`config.mk`:
```
export PLATFORM = sky130hd
export DESIGN_NAME = omsp_spm_key_writer
export DESIGN_NICKNAME = d
export VERILOG_FILES = /design/src/rtl/omsp_spm_key_writer_pkg.sv /design/src/rtl/omsp_spm_key_writer_timeout.sv /design/src/rtl/omsp_spm_key_writer.sv
export SDC_FILE = /design/constraint.sdc
export NUM_CORES = 1
export LEC_CHECK = 0
export CORE_MARGIN = 2
export CORE_UTILIZATION = 50
export CTS_CLUSTER_DIAMETER = 50
export DETAILED_ROUTE_END_ITERATION = 10
export PLACE_DENSITY = 0.85
export SYNTH_ARGS = -nofsm -noshare
export SYNTH_HDL_FRONTEND = slang
export SYNTH_HIERARCHICAL = 1
export SYNTH_SLANG_ARGS = --single-unit
export TNS_END_PERCENT = 30
```
`constraint.sdc`:
```
create_clock -name mclk -period 4.5 [get_ports mclk]
set_input_delay 0.9 -clock mclk [delete_from_list [all_inputs] [get_ports mclk]]
set_output_delay 0.9 -clock mclk [all_outputs]
set_load 0.02 [all_outputs]
```
`src/rtl/omsp_spm_key_writer_pkg.sv`:
```
`default_nettype none
// ============================================================================
// Module      : omsp_spm_key_writer_pkg
// Description : Shared definitions for the SM key writer: key width default,
//               key-word geometry, FSM state encoding and the word-count
//               helper used to size the index counter.
// Revision    : 1.0 - initial release
// ============================================================================
package omsp_spm_key_writer_pkg;

    // Default module-key width used throughout the SPM logic.
    localparam int unsigned SPM_SECURITY   = 64;

    // Key words travel 16 bits at a time from the derivation engine.
    localparam int unsigned SPM_WORD_W     = 16;

    // Width of the idle-cycle counter guarding the word stream.
    localparam int unsigned SPM_TO_CNT_W   = 8;

    typedef enum logic [1:0] {
        KW_IDLE    = 2'd0,
        KW_COLLECT = 2'd1,
        KW_FLUSH   = 2'd2
    } kw_state_e;

    // Number of 16-bit words making up one key.
    function automatic int unsigned spm_nw(input int unsigned security);
        return security / SPM_WORD_W;
    endfunction

endpackage
`default_nettype wire

```
`src/rtl/omsp_spm_key_writer_timeout.sv`:
```
`default_nettype none
// ============================================================================
// Module      : omsp_spm_key_writer_timeout
// Description : Saturating idle-cycle counter. Cleared (loaded with zero) on
//               clear_i, advanced on inc_i. expire_o flags that the next idle
//               tick brings the count to TIMEOUT, so the owner can terminate
//               the transfer on that same edge. TIMEOUT=0 disables expiry.
// Ports       : mclk, puc_rst   - clock, async active-high reset
//               clear_i         - reload count with zero (wins over inc_i)
//               inc_i           - count one idle cycle
//               enable_o        - timeout supervision is active
//               expire_o        - next idle tick reaches TIMEOUT
// Revision    : 1.0 - initial release
// ============================================================================
module omsp_spm_key_writer_timeout
    import omsp_spm_key_writer_pkg::*;
#(
    parameter int unsigned TIMEOUT = 255
) (
    input  logic mclk,
    input  logic puc_rst,
    input  logic clear_i,
    input  logic inc_i,
    output logic enable_o,
    output logic expire_o
);

    localparam logic [SPM_TO_CNT_W-1:0] C_LIMIT_M1 = SPM_TO_CNT_W'(TIMEOUT - 1);
    localparam logic [SPM_TO_CNT_W-1:0] C_SAT      = '1;
    localparam logic                    C_ENABLE   = (TIMEOUT != 0) ? 1'b1 : 1'b0;

    logic [SPM_TO_CNT_W-1:0] cnt_q;
    logic [SPM_TO_CNT_W-1:0] cnt_d;

    always_comb begin
        cnt_d = cnt_q;
        if (clear_i) begin
            cnt_d = '0;
        end else if (inc_i && (cnt_q != C_SAT)) begin
            cnt_d = cnt_q + SPM_TO_CNT_W'(1);
        end
    end

    always_ff @(posedge mclk or posedge puc_rst) begin
        if (puc_rst) begin
            cnt_q <= '0;
        end else begin
            cnt_q <= cnt_d;
        end
    end

    assign enable_o = C_ENABLE;
    assign expire_o = C_ENABLE & (cnt_q == C_LIMIT_M1);

endmodule
`default_nettype wire

```
`src/rtl/omsp_spm_key_writer.sv`:
```
`default_nettype none
// ============================================================================
// Module      : omsp_spm_key_writer
// Description : Initiator side of the SM key-write interface. Accepts a
//               freshly derived key as a stream of 16-bit words (valid/ready)
//               and replays each word as a one-cycle write_key strobe with an
//               incrementing key_idx. Word 0 is the most significant part of
//               the key. Signals completion (done), abort/timeout (error)
//               and holds busy while a transfer is in progress.
// Ports       : mclk, puc_rst         - clock, async active-high reset
//               start                 - begin a key transfer (ignored if busy)
//               abort                 - cancel the transfer in progress
//               kw_data/kw_valid      - key word stream from derivation engine
//               kw_ready              - word accepted this cycle (state decode)
//               write_key/key_in/key_idx - registered write strobe to SPM array
//               busy                  - transfer in progress
//               done / error          - one-cycle completion / failure pulses
// Revision    : 1.0 - initial release
// ============================================================================
module omsp_spm_key_writer
    import omsp_spm_key_writer_pkg::*;
#(
    parameter int unsigned SECURITY     = SPM_SECURITY,
    parameter int unsigned KEY_IDX_SIZE = 2,
    parameter int unsigned TIMEOUT      = 255
) (
    input  logic                    mclk,
    input  logic                    puc_rst,
    input  logic                    start,
    input  logic                    abort,
    input  logic [15:0]             kw_data,
    input  logic                    kw_valid,
    output logic                    kw_ready,
    output logic                    write_key,
    output logic [15:0]             key_in,
    output logic [KEY_IDX_SIZE-1:0] key_idx,
    output logic                    busy,
    output logic                    done,
    output logic                    error
);

    localparam int unsigned       NW         = spm_nw(SECURITY);
    // One spare bit so the counter can represent NW without wrapping.
    localparam int unsigned       CW         = KEY_IDX_SIZE + 1;
    localparam logic [CW-1:0]     C_LAST_IDX = CW'(NW - 1);

    kw_state_e                state_q, state_d;
    logic [CW-1:0]            cnt_q, cnt_d;
    logic                     write_key_q, write_key_d;
    logic [15:0]              key_in_q, key_in_d;
    logic [KEY_IDX_SIZE-1:0]  key_idx_q, key_idx_d;
    logic                     busy_q, busy_d;
    logic                     done_q, done_d;
    logic                     error_q, error_d;

    logic                     w_to_clear;
    logic                     w_to_inc;
    logic                     w_to_enable;
    logic                     w_to_expire;

    omsp_spm_key_writer_timeout #(
        .TIMEOUT (TIMEOUT)
    ) u_timeout (
        .mclk     (mclk),
        .puc_rst  (puc_rst),
        .clear_i  (w_to_clear),
        .inc_i    (w_to_inc),
        .enable_o (w_to_enable),
        .expire_o (w_to_expire)
    );

    always_comb begin
        state_d     = state_q;
        cnt_d       = cnt_q;
        write_key_d = 1'b0;
        key_in_d    = key_in_q;
        key_idx_d   = key_idx_q;
        done_d      = 1'b0;
        error_d     = 1'b0;
        w_to_clear  = 1'b0;
        w_to_inc    = 1'b0;

        case (state_q)
            KW_IDLE: begin
                // abort carries no meaning here, so start always wins.
                if (start) begin
                    state_d    = KW_COLLECT;
                    cnt_d      = '0;
                    w_to_clear = 1'b1;
                end
            end

            KW_COLLECT: begin
                if (abort) begin
                    // A coincident handshake is dropped: no write follows.
                    state_d    = KW_IDLE;
                    error_d    = 1'b1;
                    w_to_clear = 1'b1;
                end else if (kw_valid) begin
                    write_key_d = 1'b1;
                    key_in_d    = kw_data;
                    key_idx_d   = cnt_q[KEY_IDX_SIZE-1:0];
                    cnt_d       = cnt_q + CW'(1);
                    w_to_clear  = 1'b1;
                    if (cnt_q == C_LAST_IDX) begin
                        state_d = KW_FLUSH;
                    end
                end else if (w_to_enable && w_to_expire) begin
                    // This idle cycle is the TIMEOUT-th one in a row.
                    state_d  = KW_IDLE;
                    error_d  = 1'b1;
                    w_to_inc = 1'b1;
                end else begin
                    w_to_inc = 1'b1;
                end
            end

            KW_FLUSH: begin
                // The final write_key is on the outputs during this cycle.
                state_d = KW_IDLE;
                if (abort) begin
                    error_d = 1'b1;
                end else begin
                    done_d  = 1'b1;
                end
            end

            default: begin
                state_d = KW_IDLE;
            end
        endcase

        // Registered from the next state so busy drops with done/error.
        busy_d = (state_d != KW_IDLE);
    end

    always_ff @(posedge mclk or posedge puc_rst) begin
        if (puc_rst) begin
            state_q     <= KW_IDLE;
            cnt_q       <= '0;
            write_key_q <= 1'b0;
            key_in_q    <= 16'h0000;
            key_idx_q   <= '0;
            busy_q      <= 1'b0;
            done_q      <= 1'b0;
            error_q     <= 1'b0;
        end else begin
            state_q     <= state_d;
            cnt_q       <= cnt_d;
            write_key_q <= write_key_d;
            key_in_q    <= key_in_d;
            key_idx_q   <= key_idx_d;
            busy_q      <= busy_d;
            done_q      <= done_d;
            error_q     <= error_d;
        end
    end

    assign kw_ready  = (state_q == KW_COLLECT);
    assign write_key = write_key_q;
    assign key_in    = key_in_q;
    assign key_idx   = key_idx_q;
    assign busy      = busy_q;
    assign done      = done_q;
    assign error     = error_q;

endmodule
`default_nettype wire

```
# == Yosys cells after proc, flatten, opt, wreduce, memory -nomap -nowiden ==
# Index checks and enable logic that the tools add are counted.
# word_totals
reg_bits,35
output_inout_bits,23
# op_classes
add_sub_neg,2
eq_ne,8
n_mux,28
n_bitwise,1
n_reduce_logical,7
# ops
op,count
two-way mux 8 bit,2
two-way mux 1 bit,14
two-way mux 2 bit,5
two-way mux 3 bit,3
"adder 8 x 1 -> 8 bit, second input constant",1
"equality test 8 bit, second input constant",1
"!= test 8 bit, second input constant",1
"!= test 2 bit, second input constant",3
case mux 3 bit (2 select lines),1
nonzero test 2 bit,3
case mux 1 bit (2 select lines),2
case mux 2 bit (2 select lines),1
AND reduction 4 bit,1
"adder 3 x 1 -> 3 bit, second input constant",1
"equality test 3 x 2 -> 1 bit, second input constant",1
AND reduction 3 bit,1
"equality test 2 x 1 -> 1 bit, second input constant",1
"equality test 2 bit, second input constant",1
logical NOT 2 bit,1
logical AND 1 bit,1
inverter 1 bit,1

# == Logic depth before layout (Yosys ltp) ==
# depth
ltp_word,6
depth_mapped,7
mapped_depth_nobuf,7

# == Cells and area by module ==
# Netlist, hierarchy kept.
# by_module_without_submodules
mod,instances,cells_per_inst,area_per_inst_um2,seq_area_each_um2
omsp_spm_key_writer,1,91,1241.2,675.6
omsp_spm_key_writer_timeout,1,57,535.5,200.2

# == Least setup slack after synthesis ==
# No wires, ideal clock.
# synth_path
path_kind,flip-flop to flip-flop
startpoint,register state_q[1]
endpoint,register u_timeout.cnt_q[5]
setup_time_ns,0.128
t_arrival_ns,1.801
t_required_ns,4.372
setup_slack_ns,2.572
stages_incl_launch_ff,8
period_less_slack_ns,1.928
path_cell_list,dfrtp_1 > inv_1 > ha_1 > nor2b_1 > and2b_2 > nand3_2 > a211oi_2 > mux2_1
# synth_between
elab_chain_cells,4
# synth_rtl
element,line,source
start: declaration,omsp_spm_key_writer.sv:47,"kw_state_e state_q, state_d;"
start signal: assignment,omsp_spm_key_writer.sv:148,state_q <= state_d;
equality test 2 x 1 -> 1 bit,--,
named net kw_ready,omsp_spm_key_writer.sv:33,"output logic kw_ready,"
two-way mux 1 bit,omsp_spm_key_writer.sv:83,case (state_q)
named net w_to_inc,omsp_spm_key_writer.sv:57,logic w_to_inc;
logical AND 1 bit,omsp_spm_key_writer_timeout.sv:39,end else if (inc_i && (cnt_q != C_SAT)) begin
nonzero test 2 bit (no line),--,
end signal: assignment,omsp_spm_key_writer_timeout.sv:48,cnt_q <= cnt_d;
end: declaration,omsp_spm_key_writer_timeout.sv:32,logic [SPM_TO_CNT_W-1:0] cnt_q;
# The timed path passes the listed nets, and every way through them passes these cells.
# A chain may end at the register's enable or synchronous reset.

# == Final worst setup path ==
# layout_path
startpoint,register state_q[1]
endpoint,output kw_ready
# layout_between
elab_chain_cells,1
# layout_rtl
element,line,source
equality test 2 x 1 -> 1 bit,omsp_spm_key_writer.sv:159,assign kw_ready = (state_q == KW_COLLECT);
end: declaration,omsp_spm_key_writer.sv:33,
# Every way passes these cells.

==> flow_summary_export.csv <==
group,metric,value,unit
status,status,"finished, final reports clean",
die,die_y,63.6,µm
detailed_routing,wl_per_cell,14.5,µm
global_route,grt_pass1_vias,1319,
power,ir_worst_vdd,259,µV
cts,numCtsBuffers,5,
cts,cts.sinks,35,
final_layout,n_fill_cell,256,
final_layout,drive_gt1_share,16.1,%
critical_path,worst-setup-path-type,"flop to output pin",
synthesis,synth_compound_area_share,10.6,%
placement,port_buffers,43,
sta,tns,0,ns
synthesis,yosys-top-cells-area,"dfrtp_1, mux2_4, ha_1",
sta,maxSlewHeadroom,34.1,%
synthesis,synth-simple-area-share,12.1,%
cts,clockRootBuffer,"clkbuf_4",
critical_path,crit_required,3.60,ns
sta,hold_viol,0,
die,initial_core_util,52.8,%
synthesis,synth_xor_xnor_area_share,0,%
die,rows,21,
die,ioPinCount,44,
critical_path,worstPathMaxFanout,8,
sta,slew_viol_final,0,
synthesis,yosys_warnings,6,
cts,htree_levels,2,
global_route,grt.total_usage,19.5,%
critical_path,cpPeakStageDelay,0.66,ns
synthesis,synth_area_per_cell,12.0,µm²
die,die-width,63.6,µm
sta,fin_worst_skew,0.0148,ns
synthesis,synth.cell_area,1780,µm²
critical_path,path_cells,"inv_1 -> ha_1 -> clkdlybuf4s50_1",
synthesis,synth_cells,148,
final_layout,area_growth,27.8,%
synthesis,yosys.area.top_type,"dfrtp_1",
sta,fmax,0.366,GHz
synthesis,synth_edf_count,0,
synthesis,synth_top_family_by_area,"multiplexers",
synthesis,synth_seq_area_share,49.3,%
sta,rsz0062_at_grt,"false",
cts,clkTransAtPathRegs,0.10,ns
final_layout,layout.nets,220,
sta,finalSetupViolations,0,
critical_path,slowest_stage,"clkdlybuf4s50_1",
global_route,antenna_found_initial,0,
placement,hpwl,2530,µm
sta,fin_crit_sh,60.7,%
detailed_routing,drt_iter0_drc,39,
cts,clockBufferDepth,2,
detailed_routing,drc,0,
global_route,grt.overflow.total,0,
synthesis,ys_ff_latch,35,
cts,cts_tree,"yes",
die,placeableCoreArea,3360,µm²
synthesis,synth_ff_type,"dfrtp_1",
critical_path,cp-end-kind,"output pin",
synthesis,synth_most_common_cell,"dfrtp_1",
cts,insertion_delay,0.33,ns
critical_path,crit_arrival,1.83,ns
synthesis,syn_nets,176,
critical_path,start_kind,"flop",
synthesis,synthMuxAreaShare,17.3,%
sta,holdWs,0.493,ns
cts,cts_resized,0,
cts,postCtsSetupBuffers,0,
detailed_routing,drt_first_pass_iters,4,
power,p_leak,1.04,nW
placement,place_congestion,0.789,
synthesis,synthAdderAreaFrac,4.93,%
synthesis,synth_cell_types,39,
detailed_routing,drt-total-wl,3460,µm
final_layout,diodes,0,
critical_path,critical_path_buf_inv_count,2,
cts,ctsHoldBuffers,0,
sta,final.min_clock_period,2.73,ns
synthesis,async_reset_ff_share,100,%
final_layout,fin_util,67.5,%
die,die-area,4050,µm²
detailed_routing,vias,1265,
hold_path,min_path_type,"flop to flop",
synthesis,synth.cells.most_frequent,"dfrtp_1, mux2_4, inv_1",
placement,dpl-instance-area,2210,µm²
power,p_per_area,561,nW/µm²
final_layout,fin_area,2270,µm²
detailed_routing,vias_per_cell,5.32,
detailed_routing,postRouteAntennaNets,0,
global_route,grt_pass1_wl,6120,µm
synthesis,synth_top_area_share,49.3,%
critical_path,crit_family,"buffers and inverters",
global_route,grt_max_degree,28,
flow_run,max_cap_violations,0,
sta,tightest_slew,0.988,ns
-- flip-flops by register name, indices dropped and copies added (netlist names) --
signal	cells
u_timeout/cnt_q	8
key_in	16
done	1
cnt_q	3
error	1
write_key	1
state_q	2
key_idx	2
busy	1
-- cell families after synthesis --
group                    Yosys count
AO/OA/AOI/OAI                     26
adder cells (fa/ha/maj)            7
buffers and inverters             19
flip-flops                        35
multiplexers                      21
other                              1
AND/OR/NAND/NOR                   39
-- layout make-up --
class                      count  area [µm²]  share of cell area (%)
sequential                    35         876                    38.6
multi-input combinational     94         802                    35.3
timing repair buffer          43         430                    19.0
tap                           46        57.6                    2.53
clock buffer                   6        51.3                    2.26
inverter                      13        48.8                    2.15
clock inverter                 1        5.00                   0.220
-- placed cells by master (no fill, tap or decap), types with 2 or more instances in the layout --
cell,instances
a211oi_1,5
a21oi_1,3
and3_1,3
clkbuf_4,5
clkdlybuf4s50_1,43
dfrtp_1,35
ha_1,7
inv_1,13
mux2_4,19
nand2_1,9
nand3_1,2
nand4_1,2
nor2_1,7
nor2b_1,5
nor3_1,2
nor4_1,2
o21ai_0,7
o22ai_1,2
-- worst paths after layout --
check                           start            endpoint  slack [ns]  cells after the start
max in group asynchronous     puc_rst           key_in[2]        2.77                      2
min in group asynchronous     puc_rst  u_timeout/cnt_q[1]        0.83                      2
min                        key_idx[1]          key_idx[1]        0.49                      2
max reg2reg                state_q[1]            cnt_q[1]        2.37                      5
max                        state_q[1]            kw_ready        1.77                      3
min reg2reg                key_idx[1]          key_idx[1]        0.49                      2
-- tightest hold or removal path: stages, from the launching register on --
cell,delay (ns)
dfrtp_1,0.36
nand2_1,0.05
o21ai_0,0.06
-- through the flow --
step                      total power, mW  instances  setup WS, ns
final                                1.27        238          1.77
after CTS                            1.28        238          1.75
after floorplan                     0.855        148          2.57
after global placement               1.09        231          1.76
after detailed placement             1.11        231          1.66
after global routing                 1.35        238          1.65
-- per-layer routing --
metal	wire length, µm	track usage (%)	up-vias
met4	46	7.88	0
li1	-	-	604
met5	0	0	-
met1	1480	24.2	604
met2	1720	32.0	49
met3	211	5.71	8
-- power by group --
group | internal (mW) | switching (mW) | total [mW]
Clock | 0.0724 | 0.100 | 0.173
Combinational | 0.336 | 0.284 | 0.620
Sequential | 0.417 | 0.0644 | 0.482
(Power assumes the default switching activity.)
